File: config.mk
export PLATFORM = sky130hd
export DESIGN_NAME = gray_rx
export DESIGN_NICKNAME = d
export VERILOG_FILES = /design/src/rtl/gray_pkg.sv /design/src/rtl/gray_rx.sv
export SDC_FILE = /design/constraint.sdc
export NUM_CORES = 1
export LEC_CHECK = 0
export ABC_AREA = 1
export BUFFER_PORTS_ARGS = -buffer_cell sky130_fd_sc_hd__clkbuf_2
export CORE_MARGIN = 3
export CORE_UTILIZATION = 35
export DETAILED_ROUTE_END_ITERATION = 8
export SYNTH_ARGS = -nofsm -noshare
export SYNTH_HDL_FRONTEND = slang
export SYNTH_SLANG_ARGS = --single-unit
File: constraint.sdc
create_clock -name clk -period 3.76 [get_ports clk]
set_input_delay 0.564 -clock clk [delete_from_list [all_inputs] [get_ports clk]]
set_output_delay 0.564 -clock clk [all_outputs]
set_load 0.01 [all_outputs]
File: src/rtl/gray_pkg.sv
// Shared Gray-code link definitions: receiver state encoding and the
// Gray/binary conversion helpers used by both ends of the link.
package gray_pkg;

  localparam int unsigned MAX_W = 32;

  typedef enum logic [1:0] {
    IDLE = 2'd0,
    ACQ  = 2'd1,
    LOCK = 2'd2
  } rx_state_e;

  // Prefix-XOR decode; zero-extended narrower words decode correctly.
  function automatic logic [MAX_W-1:0] gray2bin(input logic [MAX_W-1:0] g);
    logic [MAX_W-1:0] b;
    b = g;
    b = b ^ (b >> 1);
    b = b ^ (b >> 2);
    b = b ^ (b >> 4);
    b = b ^ (b >> 8);
    b = b ^ (b >> 16);
    return b;
  endfunction

  function automatic logic [MAX_W-1:0] bin2gray(input logic [MAX_W-1:0] b);
    return b ^ (b >> 1);
  endfunction

endpackage

File: src/rtl/gray_rx.sv
// Gray-code link receiver: decodes each accepted sample, tracks lock on
// single-step motion and counts illegal steps (saturating).
module gray_rx
  import gray_pkg::*;
#(
  parameter int unsigned WIDTH = 4
) (
  input  logic             clk,
  input  logic             reset,
  input  logic [WIDTH-1:0] gray_in,
  input  logic             valid_in,
  output logic [WIDTH-1:0] bin_out,
  output logic             bin_valid,
  output logic             locked,
  output logic             dir,
  output logic             step_err,
  output logic [7:0]       err_cnt
);

  rx_state_e        state_q, state_d;
  logic [WIDTH-1:0] ref_q, ref_d;
  logic [WIDTH-1:0] bin_q, bin_d;
  logic             bin_valid_q, bin_valid_d;
  logic             locked_q, locked_d;
  logic             dir_q, dir_d;
  logic             step_err_q, step_err_d;
  logic [7:0]       err_cnt_q, err_cnt_d;

  logic [MAX_W-1:0] gray_ext_s;
  logic [MAX_W-1:0] bin_ext_s;
  logic [WIDTH-1:0] bin_new_s;
  logic [WIDTH-1:0] delta_s;
  logic             step_up_s;
  logic             step_dn_s;
  logic             step_hold_s;

  assign gray_ext_s  = MAX_W'(gray_in);
  assign bin_ext_s   = gray2bin(gray_ext_s);
  assign bin_new_s   = bin_ext_s[WIDTH-1:0];
  // Modular difference: wrap-around steps look like ordinary +1 / -1.
  assign delta_s     = bin_new_s - ref_q;
  assign step_up_s   = (delta_s == WIDTH'(1));
  assign step_dn_s   = (delta_s == {WIDTH{1'b1}});
  assign step_hold_s = (delta_s == {WIDTH{1'b0}});

  always_comb begin
    state_d     = state_q;
    ref_d       = ref_q;
    bin_d       = bin_q;
    bin_valid_d = 1'b0;
    dir_d       = dir_q;
    step_err_d  = 1'b0;
    err_cnt_d   = err_cnt_q;
    if (valid_in) begin
      ref_d       = bin_new_s;
      bin_d       = bin_new_s;
      bin_valid_d = 1'b1;
      case (state_q)
        IDLE: state_d = ACQ;
        ACQ: begin
          if (step_up_s || step_dn_s) begin
            dir_d   = step_up_s;
            state_d = LOCK;
          end else begin
            state_d = ACQ;
          end
        end
        LOCK: begin
          if (step_up_s || step_dn_s) begin
            dir_d = step_up_s;
          end else if (step_hold_s) begin
            state_d = LOCK;
          end else begin
            step_err_d = 1'b1;
            state_d    = ACQ;
            if (err_cnt_q != 8'hFF) begin
              err_cnt_d = err_cnt_q + 8'd1;
            end else begin
              err_cnt_d = err_cnt_q;
            end
          end
        end
        default: state_d = IDLE;
      endcase
    end else begin
      state_d = state_q;
    end
    locked_d = (state_d == LOCK);
  end

  always_ff @(posedge clk) begin
    if (reset) begin
      state_q     <= IDLE;
      ref_q       <= {WIDTH{1'b0}};
      bin_q       <= {WIDTH{1'b0}};
      bin_valid_q <= 1'b0;
      locked_q    <= 1'b0;
      dir_q       <= 1'b1;
      step_err_q  <= 1'b0;
      err_cnt_q   <= 8'd0;
    end else begin
      state_q     <= state_d;
      ref_q       <= ref_d;
      bin_q       <= bin_d;
      bin_valid_q <= bin_valid_d;
      locked_q    <= locked_d;
      dir_q       <= dir_d;
      step_err_q  <= step_err_d;
      err_cnt_q   <= err_cnt_d;
    end
  end

  assign bin_out   = bin_q;
  assign bin_valid = bin_valid_q;
  assign locked    = locked_q;
  assign dir       = dir_q;
  assign step_err  = step_err_q;
  assign err_cnt   = err_cnt_q;

endmodule

=== Word-level counts from Yosys, hierarchy flattened ===
Index checks and enable logic that the tools add are counted.

* Flip-flop bits (word level): 18
* Input bits: 7
* Output and inout port bits: 16
* Word-level logic and storage cells: 38

* Add/subtract/negate cells: 2
* Equal/unequal tests: 6
* Muxes and demuxes: 7
* Bitwise operators: 9
* Reduce and logical (&&, ||, !) cells: 7

{| class="wikitable"
|+ Operators with widths
! cell !! count
|-
| XOR 4 x 1 -> 4 bit (second input constant) || 3
|-
| adder 8 x 1 -> 8 bit (second input constant) || 1
|-
| two-way mux 2 bit || 4
|-
| inequality test 8 bit (second input constant) || 1
|-
| one-hot mux 2 bit (3 select lines) || 1
|-
| AND reduction 5 bit || 1
|-
| equality test 2 bit (second input constant) || 2
|-
| equality test 4 x 1 -> 1 bit (second input constant) || 1
|-
| equality test 4 bit (second input constant) || 1
|-
| logical NOT 4 bit || 1
|-
| NOT 1 bit || 4
|-
| OR reduction 4 bit || 1
|-
| subtractor 4 bit || 1
|-
| XOR 4 x 2 -> 4 bit || 1
|-
| XOR 4 x 3 -> 4 bit || 1
|-
| AND reduction 3 bit || 1
|-
| equality test 2 x 1 -> 1 bit (second input constant) || 1
|-
| logical NOT 2 bit || 1
|-
| two-way mux 1 bit || 2
|-
| OR reduction 2 bit || 1
|-
| logical OR 1 bit || 1
|}

=== Depth between registers and ports, before layout ===
* Depth in word-level cells: 12
* Depth in mapped cells: 19
* Gate-level depth less buffers: 19

=== Worst setup path after synthesis ===
No wires, ideal clock.

* Kind: input -> register
* From: in gray_in[3]
* To: reg locked_q (netlist: locked)
* Library setup time: 111 ps
* Data arrival time: 2776 ps
* Data required time: 3649 ps
* Slack: 873 ps
* Cell stages on the path: 17
* Path buffers: 0
* Path through: xor2_2 -> xor2_2 -> xor2_1 -> inv_1 -> ha_1 -> fa_1 -> or2_1 -> nor2_1 -> nand3_2 -> nand2_1 -> nand2_1 -> nand2_1 -> nand2_1 -> nand2_1 -> nand2_1 -> nand2_1 -> nor2_1

* Cells in the longest elaborated chain, start to end: 12
* Elaborated cells on any way between the ends: 16
* Classes of those cells: add/sub: 1; eq/ne: 3; mux: 5; bitwise: 5; reduce/logical: 2

{| class="wikitable"
|+ RTL lines
! element !! line !! source
|-
| start, declared || gray_rx.sv:10 || <nowiki>input logic [WIDTH-1:0] gray_in,</nowiki>
|-
| XOR 4 x 3 -> 4 bit (*) || gray_pkg.sv:17 || <nowiki>b = b ^ (b >> 1);</nowiki>
|-
| XOR 4 x 2 -> 4 bit (*) || gray_pkg.sv:18 || <nowiki>b = b ^ (b >> 2);</nowiki>
|-
| XOR 4 x 1 -> 4 bit (*) || gray_pkg.sv:19 || <nowiki>b = b ^ (b >> 4);</nowiki>
|-
| XOR 4 x 1 -> 4 bit (*) || gray_pkg.sv:20 || <nowiki>b = b ^ (b >> 8);</nowiki>
|-
| XOR 4 x 1 -> 4 bit (*) || gray_pkg.sv:21 || <nowiki>b = b ^ (b >> 16);</nowiki>
|-
| via bin_ext_s[1] || gray_rx.sv:30 || <nowiki>logic [MAX_W-1:0] bin_ext_s;</nowiki>
|-
| subtractor 4 bit (*) || gray_rx.sv:41 || <nowiki>assign delta_s = bin_new_s - ref_q;</nowiki>
|-
| logical NOT 4 bit (tied with other cells) || gray_rx.sv:44 || <nowiki>assign step_hold_s = (delta_s == {WIDTH{1'b0}});</nowiki>
|-
| two-way mux 2 bit / logical OR 1 bit (equally long branches) || gray_rx.sv:71, gray_rx.sv:61, gray_rx.sv:69 ||
|-
| two-way mux 2 bit, on equally long branches || gray_rx.sv:69, gray_rx.sv:61 ||
|-
| one-hot mux 2 bit (3 select lines) (*) || gray_rx.sv:58 || <nowiki>case (state_q)</nowiki>
|-
| two-way mux 2 bit (*) || gray_rx.sv:54 || <nowiki>if (valid_in) begin</nowiki>
|-
| equality test 2 bit (*) || gray_rx.sv:88 || <nowiki>locked_d = (state_d == LOCK);</nowiki>
|-
| end signal, assigned || gray_rx.sv:106 || <nowiki>locked_q <= locked_d;</nowiki>
|-
| end, declared || gray_rx.sv:24 || <nowiki>logic locked_q, locked_d;</nowiki>
|}

Mark *: on every way through the listed nets, which the timed path passes. The rest lies on a longest branch.
A chain may end at the register's enable or synchronous reset.

=== Final worst setup path ===
Same ends and word-level chain as after synthesis.

==> impl_metrics.tcl <==
set metrics [dict create \
    p_switching_uw 134 \
    start_util_pct 37.5 \
    hold_class "flip-flop to flip-flop" \
    chipHeight_microns 61.0 \
    grt_antenna_before_repair 0 \
    cts_num_sinks 18 \
    route.vias.total 933 \
    cts_root_buf "clkbuf_4" \
    p_int_uw 296 \
    arrival_ns 3.11 \
    syn_to_final_growth_pct 16.8 \
    cp_max_fo 5 \
    grt_pass1_vias 943 \
    drt-initial-drc-count 14 \
    cts_buffers 3 \
    avgViaCountPerCell 4.69 \
    clk-insertion-delay-late_ns 0.29 \
    ctsHoldBuffers 0 \
    ir_worst_vdd_v 0.000121 \
    detail_route.wirelength_microns 2090 \
    netSwitchingFraction_pct 31.1 \
    finalSetupViolCount 0 \
    p_leak_nw 0.629 \
    dp_hpwl_microns 1680 \
    grt_max_degree 11 \
    antenna_cells 0 \
    drv_cap 0 \
    die_area_sq_um 3720 \
    period_share_pct 77.3 \
    avgRoutedWirePerCell_microns 10.5 \
    cts.path.max_buffers 2 \
    required_ns 3.96 \
    syn_nets 159 \
    drive_above_1_share_pct 20.8 \
    cts_tree "built" \
    relSlewSlack_pct 79.6 \
    setup_tns_ns 0 \
    htree_levels 1 \
    hold_violations 0 \
    skew_ns 0.00373 \
    synth_commonest_cells "nand2_1 (34), inv_1 (25), dfxtp_1 (18)" \
    drv_slew 0 \
    avgSynthCellArea_sq_um 7.41 \
    synth_area_sq_um 1060 \
    ys_ff_latch 18 \
    combPwrFrac_pct 24.4 \
    nets 185 \
    row_count 19 \
    period_minus_slack_ns 2.90 \
    placedCellCount 195 \
    layout_setup_ws_ns 0.855 \
    die_x_microns 61.0 \
    seqPwrFrac_pct 47.2 \
    track_usage_pct 14.1 \
    synth_edf_count 0 \
    post-place-ws_ns 0.508 \
    setup.worst_path.class "input port to flip-flop" \
    hold_ws_ns 0.490 \
    clkPwrFrac_pct 28.4 \
    overflow 0 \
    critPathLaunchType "input port" \
    p_total_uw 430 \
    status "finished, final reports clean" \
    cts_resized 0 \
    yosysWarnings 0 \
    powerDensity_nw_per_um2 348 \
    rsz0062_at_grt "no" \
    ios 23 \
    placed_area_sq_um 1200 \
    timing.fmax_mhz 344 \
    synth.most_common_cell "nand2_1" \
    ys.flop_type "dfxtp_1" \
    final_cell_area_sq_um 1240 \
    postSynth.asyncResetShare_pct 0 \
    clk_pin_slew_ns 0.11 \
    yosysSeqAreaShare_pct 34.0 \
    gp_congestion 0.777 \
    yosysUniqueCellTypes 28 \
    synthCells 143 \
    worst_slew_pin_slew_ns 0.305 \
    end_kind "flip-flop" \
    fillers 293 \
    firstDrtPassIters 4 \
    post_cts_buffers 0 \
    synth.area.top_cells "dfxtp_1 (34%), nand2_1 (12%), ha_1 (9.4%)" \
    grt_pass1_wl_microns 3930 \
    drc 0 \
    final_core_util_pct 43.7 \
    layout.cells.non_filler 199 \
    portBuffers 22 \
    yosysTopAreaCell "dfxtp_1" \
    antenna_left 0 \
    synth_top_area_share_pct 34.0 \
    coreArea_sq_um 2830 \
]
cells by family (layout without fill, tap and decap cells):
kind of cell | Yosys count | in the layout | share of synthesized area (%)
compound gates | 24 | 24 | 12.9
fa+ha+maj | 9 | 9 | 11.3
xor+xnor | 5 | 5 | 5.55
simple gates | 60 | 60 | 26.3
flops | 18 | 18 | 34.0
buf+inv | 27 | 52 | 9.92
power by group through the flow:
stage | Clock [mW] | Sequential [mW] | Combinational [mW]
after floorplan | 0 | 0.209 | 0.0783
after global placement | 0 | 0.207 | 0.104
after detailed placement | 0 | 0.208 | 0.106
after CTS | 0.130 | 0.203 | 0.106
after global routing | 0.141 | 0.204 | 0.124
final | 0.122 | 0.203 | 0.105
state kept, by name, indices dropped and copies added (netlist names):
name and cells:
dir 1, state_q 2, err_cnt 8, locked 1, bin_out 4, step_err 1
bin_valid 1
critical path: stages:
cell and delay, ns:
clkbuf_2 0.12, xor2_2 0.23, xor2_2 0.23, xor2_1 0.16, inv_1 0.08, ha_1 0.21, fa_1 0.45, or2_1 0.23
nor2_1 0.13, nand3_2 0.16, nand2_1 0.15, nand2_1 0.06, nand2_1 0.06, nand2_1 0.05, nand2_1 0.05, nand2_1 0.06
nand2_1 0.06, nor2_1 0.04
area by class of cell:
cell class | instances | area (sq um) | area share, %
Clock buffer | 4 | 36.3 | 2.93
Inverter | 26 | 97.6 | 7.89
Timing Repair Buffer | 22 | 110 | 8.90
Multi-Input combinational cell | 98 | 594 | 48.0
Sequential cell | 18 | 360 | 29.1
Tap cell | 31 | 38.8 | 3.13
final timing paths:
kind / slack (ns) / cells after the start / end / start
min reg2reg: 0.49 / 2 / dir$_SDFFE_PP1P_ / dir$_SDFFE_PP1P_
min: 0.49 / 2 / dir$_SDFFE_PP1P_ / dir$_SDFFE_PP1P_
max: 0.86 / 18 / locked$_SDFF_PP0_ / gray_in[3]
max reg2reg: 1.58 / 13 / locked$_SDFF_PP0_ / bin_out[0]$_SDFFE_PP0P_
layer usage:
| layer | GRT usage, % | vias up | share of wire (%) |
|---|---|---|---|
| li1 | - | 508 | - |
| met1 | 18.3 | 398 | 50 |
| met2 | 22.4 | 23 | 44 |
| met3 | 3.14 | 4 | 4.8 |
| met4 | 6.50 | 0 | 1.0 |
| met5 | 0 | - | 0 |
placed cells by master (no fill, tap or decap):
cell	n
nand2_1	34
inv_1	25
clkbuf_2	22
dfxtp_1	18
a21oi_1	13
ha_1	8
nor2_1	7
nand3_1	6
o21ai_0	6
nor3_1	4
clkbuf_4	3
xor2_2	2
xor2_1	2
nand4_1	2
and2_1	1
or2_1	1
nand3_2	1
a31oi_1	1
nand3_4	1
o21a_1	1
nor2_2	1
nor3_2	1
nand2_2	1
o211ai_2	1
inv_2	1
a21boi_1	1
o211ai_1	1
xnor2_1	1
fa_1	1
clkbuf_8	1
(Power assumes the default switching activity.)
